File: config.mk
export PLATFORM = sky130hd
export DESIGN_NAME = t2mi_pkt_scheduler
export DESIGN_NICKNAME = d
export VERILOG_FILES = /design/src/rtl/t2mi_pkt_scheduler.sv
export SDC_FILE = /design/constraint.sdc
export NUM_CORES = 1
export LEC_CHECK = 0
export CORE_MARGIN = 2
export CORE_UTILIZATION = 56
export CTS_CLUSTER_DIAMETER = 80
export DETAILED_ROUTE_END_ITERATION = 8
export PLACE_DENSITY = 0.85
export SLEW_MARGIN = 20
export SYNTH_ARGS = -nofsm -noshare
export SYNTH_HDL_FRONTEND = slang
export SYNTH_SLANG_ARGS = --single-unit
File: constraint.sdc
create_clock -name CLK -period 5.4 [get_ports CLK]
set_input_delay 1.08 -clock CLK [delete_from_list [all_inputs] [get_ports CLK]]
set_output_delay 1.08 -clock CLK [all_outputs]
set_load 0.02 [all_outputs]
File: src/rtl/t2mi_pkt_scheduler.sv
// Packet-order scheduler for the T2-MI packer: grants TS / L1-current / BB sources in frame order
// and keeps frame/superframe indices. Timestamp slot is compiled in only with T2MI_SCHED_TS_EN.
module t2mi_pkt_scheduler #(
  parameter int BBF_PER_FRAME = 8,
  parameter int FRAMES_PER_SF = 2
) (
  input  logic       CLK,
  input  logic       RST,
  input  logic       FRAME_START,
  input  logic       TS_REQ,
  input  logic       L1_REQ,
  input  logic       BB_REQ,
  input  logic       PKT_DONE,
  output logic [2:0] GRANT,
  output logic [7:0] PKT_TYPE,
  output logic [7:0] FRAME_IDX,
  output logic [3:0] SF_IDX,
  output logic       BUSY,
  output logic       ERR_OVERRUN,
  output logic       ERR_UNDERRUN
);

  typedef enum logic [2:0] {
    S_IDLE    = 3'd0,
    S_WAIT_TS = 3'd1,
    S_SEND_TS = 3'd2,
    S_WAIT_L1 = 3'd3,
    S_SEND_L1 = 3'd4,
    S_WAIT_BB = 3'd5,
    S_SEND_BB = 3'd6
  } state_t;

`ifdef T2MI_SCHED_TS_EN
  localparam bit TS_EN = 1'b1;
`else
  localparam bit TS_EN = 1'b0;
  logic unused_ts_req;
  assign unused_ts_req = TS_REQ;
`endif

  localparam logic [7:0] BBF_INIT   = 8'(BBF_PER_FRAME);
  localparam logic [7:0] FRAME_LAST = 8'(FRAMES_PER_SF - 1);

  state_t     state_q, state_d;
  logic [7:0] bb_cnt_q, bb_cnt_d;
  logic       pending_q, pending_d;
  logic [7:0] frame_idx_q, frame_idx_d, frame_idx_adv;
  logic [3:0] sf_idx_q, sf_idx_d, sf_idx_adv;
  logic [2:0] grant_q, grant_d;
  logic [7:0] pkt_type_q, pkt_type_d;
  logic       busy_q, busy_d;
  logic       ovr_q, ovr_d;
  logic       und_q, und_d;
  logic       adv, restart, final_done;
  state_t     start_cur, start_adv;

  always_comb begin
    if (frame_idx_q == FRAME_LAST) begin
      frame_idx_adv = 8'd0;
      sf_idx_adv    = sf_idx_q + 4'd1;
    end else begin
      frame_idx_adv = frame_idx_q + 8'd1;
      sf_idx_adv    = sf_idx_q;
    end
    start_cur = (TS_EN && frame_idx_q == 8'd0)   ? S_WAIT_TS : S_WAIT_L1;
    start_adv = (TS_EN && frame_idx_adv == 8'd0) ? S_WAIT_TS : S_WAIT_L1;
  end

  always_ff @(posedge CLK or posedge RST) begin
    if (RST) begin
      state_q     <= S_IDLE;
      bb_cnt_q    <= 8'd0;
      pending_q   <= 1'b0;
      frame_idx_q <= 8'd0;
      sf_idx_q    <= 4'd0;
      grant_q     <= 3'b000;
      pkt_type_q  <= 8'h00;
      busy_q      <= 1'b0;
      ovr_q       <= 1'b0;
      und_q       <= 1'b0;
    end else begin
      state_q     <= state_d;
      bb_cnt_q    <= bb_cnt_d;
      pending_q   <= pending_d;
      frame_idx_q <= frame_idx_d;
      sf_idx_q    <= sf_idx_d;
      grant_q     <= grant_d;
      pkt_type_q  <= pkt_type_d;
      busy_q      <= busy_d;
      ovr_q       <= ovr_d;
      und_q       <= und_d;
    end
  end

  // A final BB PKT_DONE coinciding with FRAME_START is a clean handover, not an overrun.
  assign final_done = (state_q == S_SEND_BB) && PKT_DONE && (bb_cnt_q == 8'd1);

  always_comb begin
    state_d   = state_q;
    bb_cnt_d  = bb_cnt_q;
    pending_d = pending_q;
    adv       = 1'b0;
    restart   = 1'b0;
    case (state_q)
      S_IDLE: begin
        if (FRAME_START) begin
          state_d  = start_cur;
          bb_cnt_d = BBF_INIT;
        end
      end
`ifdef T2MI_SCHED_TS_EN
      S_WAIT_TS: begin
        if (FRAME_START) restart = 1'b1;
        else if (TS_REQ) state_d = S_SEND_TS;
      end
      S_SEND_TS: begin
        if (PKT_DONE) begin
          if (FRAME_START || pending_q) restart = 1'b1;
          else state_d = S_WAIT_L1;
        end else if (FRAME_START) pending_d = 1'b1;
      end
`endif
      S_WAIT_L1: begin
        if (FRAME_START) restart = 1'b1;
        else if (L1_REQ) state_d = S_SEND_L1;
      end
      S_SEND_L1: begin
        if (PKT_DONE) begin
          if (FRAME_START || pending_q) restart = 1'b1;
          else state_d = S_WAIT_BB;
        end else if (FRAME_START) pending_d = 1'b1;
      end
      S_WAIT_BB: begin
        if (FRAME_START) restart = 1'b1;
        else if (BB_REQ) state_d = S_SEND_BB;
      end
      S_SEND_BB: begin
        if (PKT_DONE) begin
          bb_cnt_d = bb_cnt_q - 8'd1;
          if (FRAME_START || pending_q) begin
            restart = 1'b1;
          end else if (bb_cnt_q == 8'd1) begin
            adv     = 1'b1;
            state_d = S_IDLE;
          end else begin
            state_d = S_WAIT_BB;
          end
        end else if (FRAME_START) pending_d = 1'b1;
      end
      default: state_d = S_IDLE;
    endcase
    // Leftover slots of the old frame are dropped; new frame starts with fresh slot count.
    if (restart) begin
      adv       = 1'b1;
      state_d   = start_adv;
      bb_cnt_d  = BBF_INIT;
      pending_d = 1'b0;
    end
    frame_idx_d = adv ? frame_idx_adv : frame_idx_q;
    sf_idx_d    = adv ? sf_idx_adv : sf_idx_q;
  end

  always_comb begin
    grant_d = 3'b000;
    case (state_d)
`ifdef T2MI_SCHED_TS_EN
      S_SEND_TS: grant_d = 3'b100;
`endif
      S_SEND_L1: grant_d = 3'b010;
      S_SEND_BB: grant_d = 3'b001;
      default:   grant_d = 3'b000;
    endcase
    pkt_type_d = pkt_type_q;
    if (grant_q == 3'b000) begin
      if (grant_d == 3'b100) pkt_type_d = 8'h20;
      else if (grant_d == 3'b010) pkt_type_d = 8'h10;
      else if (grant_d == 3'b001) pkt_type_d = 8'h00;
    end
    busy_d = (state_d != S_IDLE);
    ovr_d  = FRAME_START && (state_q != S_IDLE) && !final_done;
    und_d  = ovr_d && ((state_q == S_WAIT_BB) || (state_q == S_SEND_BB));
  end

  assign GRANT        = grant_q;
  assign PKT_TYPE     = pkt_type_q;
  assign FRAME_IDX    = frame_idx_q;
  assign SF_IDX       = sf_idx_q;
  assign BUSY         = busy_q;
  assign ERR_OVERRUN  = ovr_q;
  assign ERR_UNDERRUN = und_q;

endmodule

# Word level (Yosys, flattened, before mapping)
# Index checks and enable logic that the tools add are counted.
# totals
word_cells	83
ff_bits	38
output_inout_bits	26
# op_classes
reduce_logical	22
n_mux	34
eq_ne	14
addsub	3
# ops
operator	count
2-to-1 mux 8 bit	7
2-to-1 mux 3 bit	11
== test 3 bit (second input constant)	6
== test 8 x 1 -> 1 bit (second input constant)	2
one-hot mux 8 bit (2 select lines)	1
one-hot mux 3 bit (5 select lines)	1
2-to-1 mux 1 bit	12
nonzero test 3 bit	4
adder 8 x 1 -> 8 bit (second input constant)	1
subtractor 8 x 1 -> 8 bit (second input constant)	1
== test 3 x 2 -> 1 bit (second input constant)	2
logical NOT 3 bit	2
!= test 3 bit (second input constant)	2
AND reduction 3 bit	2
logical AND 1 bit	5
adder 4 x 1 -> 4 bit (second input constant)	1
one-hot mux 2 bit (2 select lines)	1
AND reduction 2 bit	2
nonzero test 2 bit	2
OR reduction 2 bit	2
== test 3 x 1 -> 1 bit (second input constant)	1
logical OR 1 bit	2
!= test 2 x 1 -> 1 bit (second input constant)	1
one-hot mux 1 bit (2 select lines)	1
logical NOT 1 bit	1

# Depth between registers and ports, before layout
# depth
depth_word	12
depth_mapped	9

# Least setup slack after synthesis
# OpenSTA, ideal clock, no wires.
# synth_path
path_kind	input to register
start	in FRAME_START
end	reg pkt_type_q[4], in the netlist PKT_TYPE[4]
t_arrival_ps	2873
path_stages	8
n_path_buf	1
t_required_ps	5275
setup_slack_ps	2402
path_cell_list	buf_2 or3b_1 a32oi_1 a21oi_1 or3_1 ha_1 nand2_1 mux2_2
# synth_between
elab_chain_len	10
elab_cells_between_ends	24
cone_classes	eq/ne (5); mux (16); reduce/logical (3)
# synth_rtl
element	line_no	text
from (decl)	9	input logic FRAME_START,
logical OR 1 bit	129, 140	
2-to-1 mux 3 bit, or another cell as far along	140	if (FRAME_START || pending_q) begin
2-to-1 mux 3 bit, or another cell as far along	138	if (PKT_DONE) begin
one-hot mux 3 bit (5 select lines) / one-hot mux 1 bit (2 select lines) (equally long branches)	104	case (state_q)
2-to-1 mux 3 bit (*)	153	if (restart) begin
== test 3 bit	165	case (state_d)
one-hot mux 2 bit (2 select lines) (*)	165	
== test 3 bit, or another cell as far along	175	if (grant_d == 3'b100) pkt_type_d = 8'h20;
nonzero test 3 bit (no line) / 2-to-1 mux 8 bit (equally long branches)	n/a	
AND reduction 2 bit (no line) / 2-to-1 mux 8 bit (equally long branches)	n/a	
to (signal assigned)	88	pkt_type_q <= pkt_type_d;
to (decl)	50	logic [7:0] pkt_type_q, pkt_type_d;
# Every way passes the cells marked *; elsewhere a longest branch is shown, timed or not.
# A chain may end at the register's enable or synchronous reset.

# Final worst setup path
# layout_path
start	in PKT_DONE
end	reg pkt_type_q[4], in the netlist PKT_TYPE[4]
# layout_between
elab_chain_len	8
elab_cells_between_ends	16
cone_classes	eq/ne (5); mux (9); reduce/logical (2)
# layout_rtl
element	line_no	text
from (decl)	13	input logic PKT_DONE,
2-to-1 mux 3 bit, or another cell as far along	138	
one-hot mux 3 bit (5 select lines) / one-hot mux 1 bit (2 select lines) (equally long branches)	104	
2-to-1 mux 3 bit (*)	153	
== test 3 bit	165	
one-hot mux 2 bit (2 select lines) (*)	165	
== test 3 bit, or another cell as far along	175	
nonzero test 3 bit (no line) / 2-to-1 mux 8 bit (equally long branches)	n/a	
AND reduction 2 bit (no line) / 2-to-1 mux 8 bit (equally long branches)	n/a	
# Marks and branches as above.

==> flow_summary.yaml <==
timing:
  max_slew_margin_pct: 58.1
  hold_viol_final: 0
  min_period_over_period_pct: 62.3
  finClkSkew_ns: 0.00945
  period_needed_ns: 3.36
  maxSlewViolCount: 0
  fmax_mhz: 297
  rsz0062_at_grt: "no"
  fin_tns_setup_ns: 0
  fin_ws_ns: 2.04
  setup_violations: 0
  worst_slew_pin_slew_ns: 0.627
routing:
  drt-wirelength-per-cell_um: 14.1
  final_antenna_net_count: 0
  viasPerCell: 5.82
  drc_errors: 0
  vias: 1461
  drt_iter0_drc: 89
  wirelength_mm: 3.53
  first_pass_iters: 4
synthesis:
  ys_seq_area_share_pct: 42.0
  synth_warnings: 0
  synth_edf_count: 0
  yosys.cell_types.count: 50
  avgSynthCellArea_um2: 9.70
  synthTopCellsByArea: "dfrtp_1 (42%), ha_1 (4.9%), nor2_1 (4.4%)"
  syn_area_um2: 1790
  synth_top_area_cell: "dfrtp_1"
  ys_ff_latch: 30
  yosysMostFrequentCell: "dfrtp_1"
  synthFlopType: "dfrtp_1"
  netlist_instances: 184
  synth_commonest_cells: "dfrtp_1 (30), nor2_1 (21), o21ai_0 (11), nand2_1 (10)"
  async_reset_ff_share_pct: 100
  synth_top_area_share_pct: 42.0
floorplanning:
  coreArea_um2: 3050
  dieArea_um2: 3660
  start_util_pct: 58.5
  num_rows: 20
  ios: 33
  die_x_um: 60.5
  die_h_um: 60.5
placement:
  port_buffers: 23
  place_area_um2: 2010
  dp_hpwl_mm: 2.57
  post-place-ws_ns: 1.72
  gp_congestion: 0.841
clocking:
  ctsResizeCount: 0
  cts_tree: "built"
  cts_buffers: 5
  root_buffer: "clkbuf_4"
  post_cts_buffers: 0
  path_clk_slew_ns: 0.09
  clockBufferDepth: 2
  clk_latency_ns: 0.32
  hold_buffers: 0
  cts.sinks: 30
  cts_max_level: 2
cells_and_area:
  final_core_util_pct: 67.5
  final_cell_area_um2: 2060
  area.growth.synth_to_final_pct: 15.5
  num_antenna_cells: 0
  drive_above_1_share_pct: 9.18
  fillers: 251
  final_nets: 222
global_route:
  antenna_found_initial: 0
  grt_pass1_vias: 1372
  grtUsageTotal_pct: 22.2
  grt_max_degree: 31
  grt_pass1_wl_mm: 6.02
  grt-ovfl-total: 0
critical_path:
  critPathBufInv: 1
  cp_slowest_cell: "clkdlybuf4s50_1"
  cp-start-kind: "input port"
  worst-setup-path-type: "input port to register"
  crit_chain: "clkdlybuf4s50_1, or3b_1, a32oi_1, a21oi_1, or3_1, ha_1, nand2_1, mux2_2"
  crit_fanout: 11
  cp-end-kind: "register"
  cp_top_family: "simple AND/OR/NAND/NOR gates"
  critPathMaxStageDelay_ns: 0.67
  critPathArrivalTime_ns: 3.57
  cp.required_ns: 5.61
worst_hold_path:
  min-delay-path-class: "register to register"
pwr:
  ir_worst_vdd_uv: 343
  powerDensity_nw_per_um2: 534
  clockPowerShare_pct: 12.2
  switching_share_pct: 45.0
  pwr-share-seq_pct: 37.1
  power.switching_mw: 0.495
  intPower_mw: 0.605
  p_leak_nw: 0.884
  p_comb_share_pct: 50.7
run_status:
  status: "complete, no violations"
flow_run:
  max_cap_violations: 0
==> worst paths after layout <==
kind,startpoint,endpoint,slack [ns],cells past startpoint
worst max-delay path,PKT_DONE,PKT_TYPE[4],2.04,8
worst min-delay path,bb_cnt_q[7],bb_cnt_q[7],0.49,1
worst max register to register,bb_cnt_q[2],PKT_TYPE[4],2.77,8
worst min register to register,bb_cnt_q[7],bb_cnt_q[7],0.49,1
max in group asynchronous,RST,state_q[1],3.84,2
min in group asynchronous,RST,FRAME_IDX[4],1.14,2
==> cells by family (layout without fill, tap and decap cells) <==
kind of cell / after synthesis / in the layout / synth area share [%]
AOI/OAI and AO/OA: 43 / 43 / 18.1
xor gates and xnor gates: 9 / 9 / 4.84
adders and majority gates: 7 / 7 / 4.91
buffers and inverters: 21 / 37 / 6.52
DFF: 30 / 30 / 42.0
muxes: 3 / 3 / 1.82
other: 1 / 8 / 0.210
and+or+nand+nor: 70 / 70 / 21.6
==> registers in the layout, summed over array words and instances, names as in the netlist <==
signal        count
FRAME_IDX         8
PKT_TYPE          1
BUSY              1
bb_cnt_q          8
SF_IDX            4
ERR_UNDERRUN      1
GRANT             2
pending_q         1
state_q           3
ERR_OVERRUN       1
==> worst reg2reg max path: cells and delay by family, from the launching register on <==
family | cells | cell delay [ns]
flip-flops | 1 | 0.46
AND/OR/NAND/NOR | 4 | 1.19
multiplexers | 1 | 0.32
AO/OA/AOI/OAI | 2 | 0.25
adder cells (fa/ha/maj) | 1 | 0.29
==> stage by stage <==
stage	hold WS, ns	power [mW]	std cells
floorplan	0.446	0.804	191
global placement	0.455	0.935	245
detailed placement	0.460	0.967	245
CTS	0.477	1.10	251
global route	0.513	1.19	251
finish	0.485	1.10	251
==> power groups by stage <==
| stage | Clock (mW) | Combinational, mW | Sequential [mW] |
|---|---|---|---|
| 5_1_grt | 0.145 | 0.623 | 0.423 |
| 6_report | 0.135 | 0.558 | 0.408 |
| 3_3_place_gp | 0 | 0.534 | 0.401 |
| 4_1_cts | 0.135 | 0.559 | 0.406 |
| 2_1_floorplan | 0 | 0.387 | 0.417 |
| 3_5_place_dp | 0 | 0.557 | 0.410 |
==> final cells by class <==
cell class | instances | area (um^2) | area share, %
multi-input combinational | 140 | 945 | 45.8
sequential | 30 | 751 | 36.4
timing repair buffer | 23 | 230 | 11.2
tap | 44 | 55.1 | 2.67
clock buffer | 6 | 51.3 | 2.49
inverter | 8 | 30.0 | 1.46
==> routing by layer <==
metal / track usage, % / vias to the layer above / part of all wire (%)
li1: - / 700 / -
met2: 34.5 / 55 / 48
met5: 0 / - / 0
met4: 11.8 / 0 / 2.1
met3: 5.97 / 10 / 5.0
met1: 28.6 / 696 / 44
==> cell usage in the layout (no fill, tap or decap), types with 7 or more instances in the layout <==
master,instances
a21oi_1,9
clkdlybuf4s50_1,23
conb_1,8
dfrtp_1,30
ha_1,7
inv_1,7
nand2_1,10
nand4_1,7
nor2_1,21
o21ai_0,11
Note: power is estimated with default switching activity, not from simulation.
